## config.mk

```make
export PLATFORM = sky130hd
export DESIGN_NAME = clock_divider
export DESIGN_NICKNAME = d
export VERILOG_FILES = /design/src/rtl/clock_divider.sv
export SDC_FILE = /design/constraint.sdc
export NUM_CORES = 1
export LEC_CHECK = 0
export CAP_MARGIN = 40
export CORE_AREA = 2 2 39 41
export DETAILED_ROUTE_END_ITERATION = 8
export DIE_AREA = 0 0 41 43
export HOLD_SLACK_MARGIN = 0.02
export PLACE_DENSITY = 0.66
export SKIP_LAST_GASP = 1
export SLEW_MARGIN = 5
export SYNTH_ARGS = -nofsm -noshare
export SYNTH_HDL_FRONTEND = slang
export SYNTH_SLANG_ARGS = --single-unit
```

## constraint.sdc

```tcl
create_clock -name CLK -period 2.3 [get_ports CLK]
set_input_delay 0.46 -clock CLK [delete_from_list [all_inputs] [get_ports CLK]]
set_output_delay 0.46 -clock CLK [all_outputs]
set_load 0.005 [all_outputs]
```

## src/rtl/clock_divider.sv

```systemverilog
// clock_divider
//   Synchronous integer divider that turns the system clock into a slow,
//   registered square wave plus a one-cycle strobe at each rising edge of
//   that wave. All state lives in the CLK domain.
//
// Parameters
//   DIV    : CLK cycles per slowCLK period (integer >= 2)
//   CNT_W  : phase counter width, must hold DIV-1
//
// Ports
//   CLK     in  : system clock, all state changes on its rising edge
//   RESET   in  : synchronous, active-high; clears counter and both outputs
//   slowCLK out : low for floor(DIV/2) cycles, then high for ceil(DIV/2)
//   tick    out : one-cycle pulse during the first high cycle of slowCLK
module clock_divider #(
  parameter int unsigned DIV   = 1000,
  parameter int unsigned CNT_W = $clog2(DIV)
) (
  input  logic CLK,
  input  logic RESET,
  output logic slowCLK,
  output logic tick
);

  localparam logic [CNT_W-1:0] HALF = CNT_W'(DIV / 2);
  localparam logic [CNT_W-1:0] LAST = CNT_W'(DIV - 1);
  localparam logic [CNT_W-1:0] ONE  = CNT_W'(1);

  logic [CNT_W-1:0] cnt;
  logic [CNT_W-1:0] cnt_next;

  // Next phase: wrap explicitly at DIV-1 so the counter never reaches DIV,
  // which matters whenever DIV is not a power of two.
  always_comb begin
    cnt_next = cnt + ONE;
    if (cnt == LAST) begin
      cnt_next = '0;
    end
  end

  // Counter and outputs register together: the outputs are decoded from
  // cnt_next so they always match the current cnt with no combinational
  // path from the counter to the ports.
  always_ff @(posedge CLK) begin
    if (RESET) begin
      cnt     <= '0;
      slowCLK <= 1'b0;
      tick    <= 1'b0;
    end else begin
      cnt     <= cnt_next;
      slowCLK <= (cnt_next >= HALF);
      tick    <= (cnt_next == HALF);
    end
  end

endmodule

```

==> impl_metrics.sql, run 1 <==
INSERT INTO impl_metrics (metric_group, metric, value, unit) VALUES
('synth', 'synth-main-ff-cell', 'dfxtp_1', ''),
('synth', 'post-synth-top-area-cell', 'dfxtp_1', ''),
('detailed_routing', 'route.top_layer_used', 'met4', ''),
('timing', 'fmax', '530', 'MHz'),
('timing', 'tightest_slew', '418', 'ps'),
('place', 'placement.cell_area', '678', 'µm²'),
('synth', 'synth.ff_latch_count', '12', ''),
('place', 'dp_cells', '88', ''),
('timing', 'finalSetupViolCount', '0', ''),
('floorplanning', 'floorplan.die_area', '0.00176', 'mm²'),
('synth', 'most_instantiated_cells_after_synthesis', 'dfxtp_1, nor2_1, nand3_1, nand2_1', ''),
('worst_setup_path', 'cp_max_fanout', '6', ''),
('detailed_routing', 'via_count', '536', ''),
('worst_setup_path', 'setup_crit_path_kind', 'flop to flop', ''),
('place', 'numPortBuffers', '3', ''),
('synth', 'cell_area_after_synthesis', '633', 'µm²'),
('worst_setup_path', 'timing.critical_path.cells', 'ha_1 -> nand2_1 -> or4_1 -> o311ai_2 -> nand3_4 -> nor4b_2', ''),
('worst_setup_path', 'critical_path.startpoint_type', 'flop', ''),
('cells_and_area', 'seq_area', '240', 'µm²'),
('clock_tree', 'max-clock-path-buffers', '2', ''),
('global_routing', 'grt_max_degree', '10', ''),
('worst_setup_path', 'critical_path.n_buffers_inverters', '0', ''),
('pwr', 'peakVddDrop', '0.465', 'mV'),
('min_path', 'hold_path_startpoint', 'cnt[0]$_SDFF_PP0_', ''),
('clock_tree', 'cts_resized', '0', ''),
('clock_tree', 'cts.sink_count', '12', ''),
('detailed_routing', 'first_pass_iters', '4', ''),
('timing', 'final.setup_skew', '2.05', 'ps'),
('worst_setup_path', 'kind_of_end_point_of_the_critical_path', 'flop', ''),
('global_routing', 'vias_in_the_first_global_route', '526', ''),
('cells_and_area', 'multi_input_area', '373', 'µm²'),
('global_routing', 'track_usage', '18.3', '%'),
('synth', 'synth_sequential_area_ratio', '37.9', '%'),
('synth', 'syn-mean-instance-area', '9.04', 'µm²'),
('worst_setup_path', 'arrival', '2080', 'ps'),
('detailed_routing', 'routed_wirelength_normalized_by_instance_count', '13.4', 'µm'),
('floorplanning', 'die_height', '43', 'µm'),
('detailed_routing', 'drc', '0', ''),
('detailed_routing', 'detail_route.vias_per_cell', '5.83', ''),
('floorplanning', 'core.rowCount', '14', ''),
('floorplanning', 'die_w', '41', 'µm'),
('cells_and_area', 'fin_area', '714', 'µm²'),
('worst_setup_path', 'cp-startpoint', 'cnt[0]$_SDFF_PP0_', ''),
('min_path', 'min_path_type', 'flop to flop', ''),
('cells_and_area', 'num-fill-cells', '128', ''),
('synth', 'synth_top_area_share', '37.9', '%'),
('clock_tree', 'clk_transition_reported_paths', '80', 'ps'),
('synth', 'synth_cell_type_count', '31', ''),
('synth', 'synth_nets', '73', ''),
('clock_tree', 'clock_tree_from_tritoncts', 'done', ''),
('cells_and_area', 'diodes', '0', ''),
('timing', 'rsz_0062_raised_after_global_routing', 'false', ''),
('cells_and_area', 'layout-drive-gt1-share', '13.2', '%'),
('worst_setup_path', 'worstReg2RegStart', 'cnt[0]$_SDFF_PP0_', ''),
('synth', 'synth_edf_count', '0', ''),
('floorplanning', 'floorplan.io_pins', '4', ''),
('synth', 'dominant_cell_by_count_in_the_synthesized_netlist', 'dfxtp_1', ''),
('pwr', 'fin_total_pwr', '427', 'µW'),
('clock_tree', 'cts_hold_buffers', '0', ''),
('pwr', 'power.leakage', '0.000238', 'µW'),
('detailed_routing', 'met2_wirelength', '582', 'µm'),
('place', 'routabilityCongestion', '0.881', ''),
('pwr', 'power_density', '598', 'mW/mm²'),
('detailed_routing', 'final_antenna_net_count', '0', ''),
('timing', 'slew_headroom', '71.8', '%'),
('synth', 'post_synth_inst_count', '70', ''),
('cells_and_area', 'final_cells', '92', ''),
('place', 'dp_hpwl', '931', 'µm'),
('timing', 'final_count_of_pins_violating_max_slew', '0', ''),
('detailed_routing', 'wl_met3', '33', 'µm'),
('run_status', 'outcome', 'finished, final reports clean', '');
[power breakdown]
| part | total [µW] | internal, µW | switching, µW |
|---|---|---|---|
| registers | 224 | 215 | 9.08 |
| clock network | 172 | 96.2 | 76.3 |
| logic | 30.6 | 15.1 | 15.5 |
[worst paths after layout]
check / to / slack (ps) / depth (start not counted)
setup / recovery: tick$_SDFF_PP0_ / 410 / 6
hold / removal: cnt[0]$_SDFF_PP0_ / 470 / 1
setup reg to reg: tick$_SDFF_PP0_ / 410 / 6
hold reg to reg: cnt[0]$_SDFF_PP0_ / 470 / 1
[per-stage QoR]
step | utilization, % | worst slack [ps]
after detailed placement | 49.0 | 252
after floorplan | - | 598
after CTS | 51.6 | 421
after global placement | 49.0 | 312
final | 51.6 | 414
after global routing | 51.6 | 293
[cells in the final DEF, fill, tap and decap left out, types with 3 or more instances in the layout]
master / n
nand3_1: 6
nand2_1: 4
nor2b_1: 3
clkdlybuf4s50_1: 3
dfxtp_1: 12
clkbuf_4: 3
nor2_1: 10
xnor2_1: 3
[layout make-up]
type | count | share of cell area, %
sequential | 12 | 33.6
multi-input combinational | 54 | 52.2
timing repair buffer | 4 | 5.25
clock buffer | 4 | 5.08
tap | 16 | 2.80
inverter | 2 | 1.05
[flip-flops by register name (all words and copies together) (netlist names)]
register,flops
cnt,10
slowCLK,1
tick,1
[cells by family (layout without fill, tap and decap cells)]
group,count (synthesis),count (layout),share of synthesized area (%)
xor+xnor,5,5,6.92
simple gates,36,36,33.4
fa+ha+maj,1,1,1.98
flops,12,12,37.9
buf+inv,4,10,3.16
compound gates,12,12,16.6
[worst reg2reg max path, cell delays in order (launching register included)]
cell and delay, ps:
dfxtp_1 370, ha_1 300, nand2_1 140, or4_1 540, o311ai_2 130, nand3_4 110
nor4b_2 210
[metal layers]
metal	vias to the layer above	track usage, %
met5	-	0
met4	0	10.0
met3	2	4.19
met2	8	26.9
met1	257	23.5
li1	269	-
(Power assumes the default switching activity.)
==> inputs of run 2 (changes only) <==
- PLACE_DENSITY: 0.66 -> 0.69
- clock period: 2.3 -> 1.5 ns (I/O delays scaled with it)
==> impl_metrics.sql, run 2 (synthesis results as in run 1) <==
INSERT INTO impl_metrics (metric_group, metric, value, unit) VALUES
('pwr', 'peakVddDrop', '0.483', 'mV'),
('clock_tree', 'clk_transition_reported_paths', '80', 'ps'),
('timing', 'tightest_slew', '395', 'ps'),
('worst_setup_path', 'timing.critical_path.slowest_cell_delay', '520', 'ps'),
('cells_and_area', 'diodes', '0', ''),
('worst_setup_path', 'arrival', '1790', 'ps'),
('timing', 'rsz_0062_raised_after_global_routing', 'true', ''),
('timing', 'finalSetupViolCount', '2', ''),
('floorplanning', 'start_util', '45.8', '%'),
('floorplanning', 'floorplan.io_pins', '4', ''),
('worst_setup_path', 'critical_path.n_buffers_inverters', '0', ''),
('detailed_routing', 'drc', '0', ''),
('flow_run', 'cap_violations', '0', ''),
('place', 'routabilityCongestion', '0.845', ''),
('clock_tree', 'cts.sink_count', '12', ''),
('pwr', 'p_clk_share', '39.7', '%'),
('cells_and_area', 'largest_register_ff_count', '10', ''),
('floorplanning', 'coreArea', '0.00138', 'mm²'),
('clock_tree', 'clockRootBuffer', 'clkbuf_4', ''),
('worst_setup_path', 'count_of_cell_instances_traversed_by_the_critical_path', '6', ''),
('timing', 'final.setup_skew', '7.01', 'ps'),
('clock_tree', 'ctsHtreeMaxLevel', '1', ''),
('detailed_routing', 'detail_route.wirelength', '1410', 'µm'),
('cells_and_area', 'nNetsFinal', '97', ''),
('worst_setup_path', 'timing.critical_path.cells', 'ha_4 -> nand2_2 -> or4_4 -> o311ai_4 -> nand3_4 -> nor4b_2', ''),
('detailed_routing', 'detail_route.vias_per_cell', '5.38', ''),
('global_routing', 'vias_in_the_first_global_route', '581', ''),
('run_status', 'failed_checks', 'setup timing', ''),
('timing', 'final_count_of_pins_violating_max_slew', '0', ''),
('worst_setup_path', 'worstReg2RegStart', 'cnt[1]$_SDFF_PP0_', ''),
('worst_setup_path', 'slowest_stage', 'or4_4', ''),
('global_routing', 'antenna_found_initial', '0', ''),
('clock_tree', 'clock_tree_from_tritoncts', 'done', ''),
('pwr', 'power_switching_share', '24.1', '%'),
('global_routing', 'grt_first_pass_wirelength', '2490', 'µm'),
('cells_and_area', 'finish.utilization', '64.5', '%'),
('pwr', 'power.leakage', '0.000327', 'µW'),
('min_path', 'min_path_type', 'flop to flop', ''),
('clock_tree', 'insertion_delay', '280', 'ps'),
('worst_setup_path', 'required', '1700', 'ps'),
('worst_setup_path', 'r2r_setup_slack', '-90', 'ps'),
('cells_and_area', 'layout-drive-gt1-share', '38.7', '%'),
('worst_setup_path', 'cp_max_fanout', '4', ''),
('worst_setup_path', 'timing.reg2reg.worst_path_depth', '6', ''),
('global_routing', 'grt.overflow.total', '0', ''),
('place', 'dp_hpwl', '1060', 'µm'),
('worst_setup_path', 'setup_crit_path_kind', 'flop to flop', ''),
('place', 'dp_slack', '-361', 'ps'),
('min_path', 'hold_path_startpoint', 'cnt[0]$_SDFF_PP0_', ''),
('detailed_routing', 'met2_wirelength', '587', 'µm'),
('detailed_routing', 'wl_met3', '76', 'µm'),
('min_path', 'worst_hold_path.endpoint', 'cnt[0]$_SDFF_PP0_', ''),
('floorplanning', 'core.rowCount', '14', ''),
('place', 'numPortBuffers', '3', ''),
('detailed_routing', 'routed_wirelength_normalized_by_instance_count', '13.0', 'µm'),
('cells_and_area', 'largest-register', 'cnt', ''),
('worst_setup_path', 'worstReg2RegEnd', 'tick$_SDFF_PP0_', ''),
('worst_setup_path', 'kind_of_end_point_of_the_critical_path', 'flop', ''),
('pwr', 'netSwitchingPower', '163', 'µW'),
('global_routing', 'grt_max_degree', '10', ''),
('clock_tree', 'max-clock-path-buffers', '2', ''),
('pwr', 'power_density', '759', 'mW/mm²'),
('timing', 'fmax', '630', 'MHz'),
('worst_setup_path', 'critical_path.top_delay_family', 'simple AND/OR/NAND/NOR gates', ''),
('global_routing', 'track_usage', '21.3', '%'),
('cells_and_area', 'syn2layout_area_growth', '40.9', '%'),
('timing', 'finalHoldViolCount', '0', ''),
('detailed_routing', 'first_pass_iters', '4', ''),
('floorplanning', 'floorplan.die_area', '0.00176', 'mm²'),
('cells_and_area', 'mostFrequentLayoutCells', 'buf_4, nor2_1, dfxtp_1', ''),
('cells_and_area', 'mostFrequentLayoutCell', 'buf_4', ''),
('min_path', 'min_delay_path_depth', '1', ''),
('floorplanning', 'die_height', '43', 'µm'),
('detailed_routing', 'first_iter_violations', '13', ''),
('timing', 'finalWorstSetupSlack', '-87.9', 'ps'),
('detailed_routing', 'met1_length', '667', 'µm'),
('pwr', 'power_frac_comb', '9.3', '%'),
('clock_tree', 'tritoncts.num_buffers', '3', ''),
('worst_setup_path', 'critical_path.startpoint_type', 'flop', ''),
('timing', 'post-route-period-util', '106', '%'),
('timing', 'fin_hold_ws', '451', 'ps'),
('detailed_routing', 'via_count', '586', ''),
('run_status', 'outcome', 'finished with violations', ''),
('detailed_routing', 'route.top_layer_used', 'met4', ''),
('pwr', 'fin_total_pwr', '677', 'µW'),
('timing', 'period_needed', '1590', 'ps'),
('pwr', 'p_int', '514', 'µW'),
('floorplanning', 'die_w', '41', 'µm'),
('pwr', 'pwr-share-seq', '51.0', '%'),
('detailed_routing', 'final_antenna_net_count', '0', ''),
('cells_and_area', 'largestRegisters', 'cnt x10, slowCLK x1, tick x1', ''),
('timing', 'slew_headroom', '73.3', '%');
## run 2: cell count changes in the layout (fill, tap and decap cells not counted), sizes merged
cell / before / now
buf: 1 / 18
## run 2: layout make-up
class | count | area [µm²]
Multi-Input combinational cell | 54 | 413
Inverter | 2 | 7.51
Fill cell | 107 | 492
Clock buffer | 4 | 36.3
Timing Repair Buffer | 21 | 165
Tap cell | 16 | 20.0
Sequential cell | 12 | 250
## run 2: routing by layer
layer  vias to the layer above  GRT usage (%)
met2                        16           25.0
li1                        299              -
met3                         9           4.19
met5                         -              0
met4                         0           20.7
met1                       262           30.2
## run 2: metrics by stage
stage	std cells	cell area [µm²]	setup TNS [ps]
floorplan	70	664	-40.6
finish	109	892	-128
detailed placement	104	830	-738
global route	109	892	-517
global placement	104	830	-652
CTS	109	877	-123
## run 2: repair_timing
item	CTS	global route
setup endpoints to repair	3	5
resized for setup	2	4
pin swaps	2	2
hold buffers	0	0
setup buffers	1	0
## run 2: power groups by stage
stage / Sequential, µW / Clock, µW / Combinational, µW
after detailed placement: 354 / 0 / 60.6
final: 345 / 269 / 62.9
after floorplan: 348 / 0 / 43.4
after global placement: 353 / 0 / 60.1
after CTS: 346 / 276 / 63.2
after global routing: 348 / 289 / 71.7
## run 2: worst max path at each step
stage	from	to	slack, ps
2_1_floorplan	RESET	tick$_SDFF_PP0_	-40
3_3_place_gp	RESET	tick$_SDFF_PP0_	-320
3_5_place_dp	RESET	tick$_SDFF_PP0_	-360
4_1_cts	cnt[0]$_SDFF_PP0_	tick$_SDFF_PP0_	-100
5_1_grt	cnt[2]$_SDFF_PP0_	slowCLK$_SDFF_PP0_	-140
6_report	cnt[1]$_SDFF_PP0_	tick$_SDFF_PP0_	-90
==> inputs of run 3 (changes only) <==
--- a/config.mk
+++ b/config.mk
@@ -17,2 +17,3 @@
 export SYNTH_HDL_FRONTEND = slang
 export SYNTH_SLANG_ARGS = --single-unit
+export TNS_END_PERCENT = 20
==> constraint.sdc (replaced) <==
create_clock -name CLK -period 1.5 [get_ports CLK]
set_input_delay 0.45 -clock CLK [delete_from_list [all_inputs] [get_ports CLK]]
set_output_delay 0.45 -clock CLK [all_outputs]
set_load 0.005 [all_outputs]
==> impl_metrics.sql, run 3 (synthesis results as in run 1) <==
INSERT INTO impl_metrics (metric_group, metric, value, unit) VALUES
('worst_setup_path', 'timing.critical_path.slowest_cell_delay', '410', 'ps'),
('worst_setup_path', 'critical_path.top_delay_family', 'compound AO/OA/AOI/OAI gates', ''),
('cells_and_area', 'mostFrequentLayoutCells', 'buf_4, nor2_1, dfxtp_1', ''),
('clock_tree', 'cts.sink_count', '12', ''),
('detailed_routing', 'first_iter_violations', '24', ''),
('run_status', 'failed_checks', 'setup timing', ''),
('pwr', 'power_density', '772', 'mW/mm²'),
('timing', 'final_count_of_pins_violating_max_slew', '0', ''),
('worst_setup_path', 'cp_max_fanout', '3', ''),
('detailed_routing', 'final_antenna_net_count', '0', ''),
('timing', 'tightest_slew', '357', 'ps'),
('min_path', 'min_path_type', 'flop to flop', ''),
('global_routing', 'grt.overflow.total', '0', ''),
('detailed_routing', 'detail_route.wirelength', '1460', 'µm'),
('floorplanning', 'floorplan.die_area', '0.00176', 'mm²'),
('timing', 'fmax', '592', 'MHz'),
('worst_setup_path', 'arrival', '1900', 'ps'),
('timing', 'fin_hold_ws', '540', 'ps'),
('detailed_routing', 'first_pass_iters', '4', ''),
('cells_and_area', 'diodes', '0', ''),
('clock_tree', 'tritoncts.num_buffers', '3', ''),
('worst_setup_path', 'critical_path.n_buffers_inverters', '2', ''),
('global_routing', 'grt_first_pass_wirelength', '2490', 'µm'),
('worst_setup_path', 'required', '1710', 'ps'),
('worst_setup_path', 'kind_of_end_point_of_the_critical_path', 'flop', ''),
('timing', 'finalWorstSetupSlack', '-190', 'ps'),
('timing', 'final.setup_skew', '4.12', 'ps'),
('floorplanning', 'core.rowCount', '14', ''),
('cells_and_area', 'fin_area', '890', 'µm²'),
('pwr', 'peakVddDrop', '0.482', 'mV'),
('clock_tree', 'max-clock-path-buffers', '2', ''),
('timing', 'finalSetupViolCount', '5', ''),
('clock_tree', 'insertion_delay', '280', 'ps'),
('place', 'dp_hpwl', '1030', 'µm'),
('cells_and_area', 'syn2layout_area_growth', '40.5', '%'),
('min_path', 'hold_path_startpoint', 'cnt[0]$_SDFF_PP0_', ''),
('detailed_routing', 'via_count', '599', ''),
('cells_and_area', 'largest_register_ff_count', '10', ''),
('worst_setup_path', 'worstReg2RegStart', 'cnt[0]$_SDFF_PP0_', ''),
('clock_tree', 'clockRootBuffer', 'clkbuf_4', ''),
('floorplanning', 'start_util', '45.8', '%'),
('detailed_routing', 'routed_wirelength_normalized_by_instance_count', '13.6', 'µm'),
('timing', 'period_needed', '1690', 'ps'),
('floorplanning', 'floorplan.io_pins', '4', ''),
('run_status', 'outcome', 'finished with violations', ''),
('place', 'placement.cell_area', '786', 'µm²'),
('place', 'numPortBuffers', '3', ''),
('clock_tree', 'cts_hold_buffers', '0', ''),
('worst_setup_path', 'cp-startpoint', 'cnt[0]$_SDFF_PP0_', ''),
('cells_and_area', 'mostFrequentLayoutCell', 'buf_4', ''),
('timing', 'rsz_0062_raised_after_global_routing', 'true', ''),
('worst_setup_path', 'timing.critical_path.cells', 'ha_4 -> buf_6 -> nand4b_1 -> nor3_2 -> o41ai_4 -> nand3_4 -> buf_4 -> o22ai_2', ''),
('floorplanning', 'die_height', '43', 'µm'),
('pwr', 'power.leakage', '0.000325', 'µW'),
('global_routing', 'grt_max_degree', '10', ''),
('timing', 'post-route-period-util', '113', '%'),
('cells_and_area', 'layout-drive-gt1-share', '35.9', '%'),
('detailed_routing', 'drc', '0', ''),
('clock_tree', 'clock_tree_from_tritoncts', 'done', ''),
('global_routing', 'vias_in_the_first_global_route', '603', ''),
('global_routing', 'track_usage', '21.2', '%'),
('timing', 'slew_headroom', '76.0', '%'),
('worst_setup_path', 'critical_path.startpoint_type', 'flop', ''),
('clock_tree', 'clk_transition_reported_paths', '80', 'ps'),
('global_routing', 'antenna_found_initial', '0', ''),
('clock_tree', 'ctsHtreeMaxLevel', '1', ''),
('floorplanning', 'die_w', '41', 'µm'),
('place', 'routabilityCongestion', '0.898', ''),
('cells_and_area', 'largestRegisters', 'cnt x10, slowCLK x1, tick x1', ''),
('pwr', 'fin_total_pwr', '687', 'µW'),
('detailed_routing', 'detail_route.vias_per_cell', '5.55', ''),
('worst_setup_path', 'setup_crit_path_kind', 'flop to flop', ''),
('flow_run', 'cap_violations', '0', ''),
('cells_and_area', 'nNetsFinal', '96', ''),
('floorplanning', 'coreArea', '0.00138', 'mm²'),
('timing', 'finalHoldViolCount', '0', ''),
('cells_and_area', 'largest-register', 'cnt', ''),
('worst_setup_path', 'slowest_stage', 'o41ai_4', '');
==> run 3: repair_timing <==
item                                    CTS  global route
gates resized for setup                   8             3
gates cloned                              0             0
pin swaps                                 6             5
setup buffers                             1             1
endpoints found under the setup margin    5             9
==> run 3: cell type report <==
| cell class | count | area [µm²] |
|---|---|---|
| multi-input combinational | 54 | 422 |
| inverter | 2 | 7.51 |
| clock buffer | 4 | 36.3 |
| fill | 119 | 494 |
| tap | 16 | 20.0 |
| sequential | 12 | 244 |
| timing repair buffer | 20 | 160 |
==> run 3: worst reg2reg max path, cell delays in order (launching register included) <==
cell and delay (ps):
dfxtp_2 340, ha_4 160, buf_6 110, nand4b_1 140, nor3_2 80, o41ai_4 410
nand3_4 110, buf_4 150, o22ai_2 100
==> run 3: metal layers <==
metal	vias to the layer above	wire, µm	GRT usage [%]
met5	-	0	0
met4	0	59	14.7
met3	7	41	3.14
met2	11	724	31.3
met1	283	639	27.0
li1	298	-	-
==> run 3: through the flow <==
stage               utilization [%]  worst slack [ps]  std cells  setup TNS [ps]
detailed placement             56.8              -508        102           -1410
floorplan                         -              -192         70            -290
finish                         64.3              -190        108            -446
CTS                            62.7              -170        107            -382
global placement               56.8              -490        102           -1300
global route                   64.3              -258        108            -846
==> run 3: power by group <==
group	internal (µW)	switching (µW)
Combinational	43.0	34.6
Clock	148	117
Sequential	331	12.8
==> run 3: worst paths after layout <==
| check | to | slack [ps] | cells past startpoint |
|---|---|---|---|
| max | slowCLK$_SDFF_PP0_ | -190 | 8 |
| min | cnt[0]$_SDFF_PP0_ | 540 | 2 |
| max reg2reg | slowCLK$_SDFF_PP0_ | -190 | 8 |
| min reg2reg | cnt[0]$_SDFF_PP0_ | 540 | 2 |
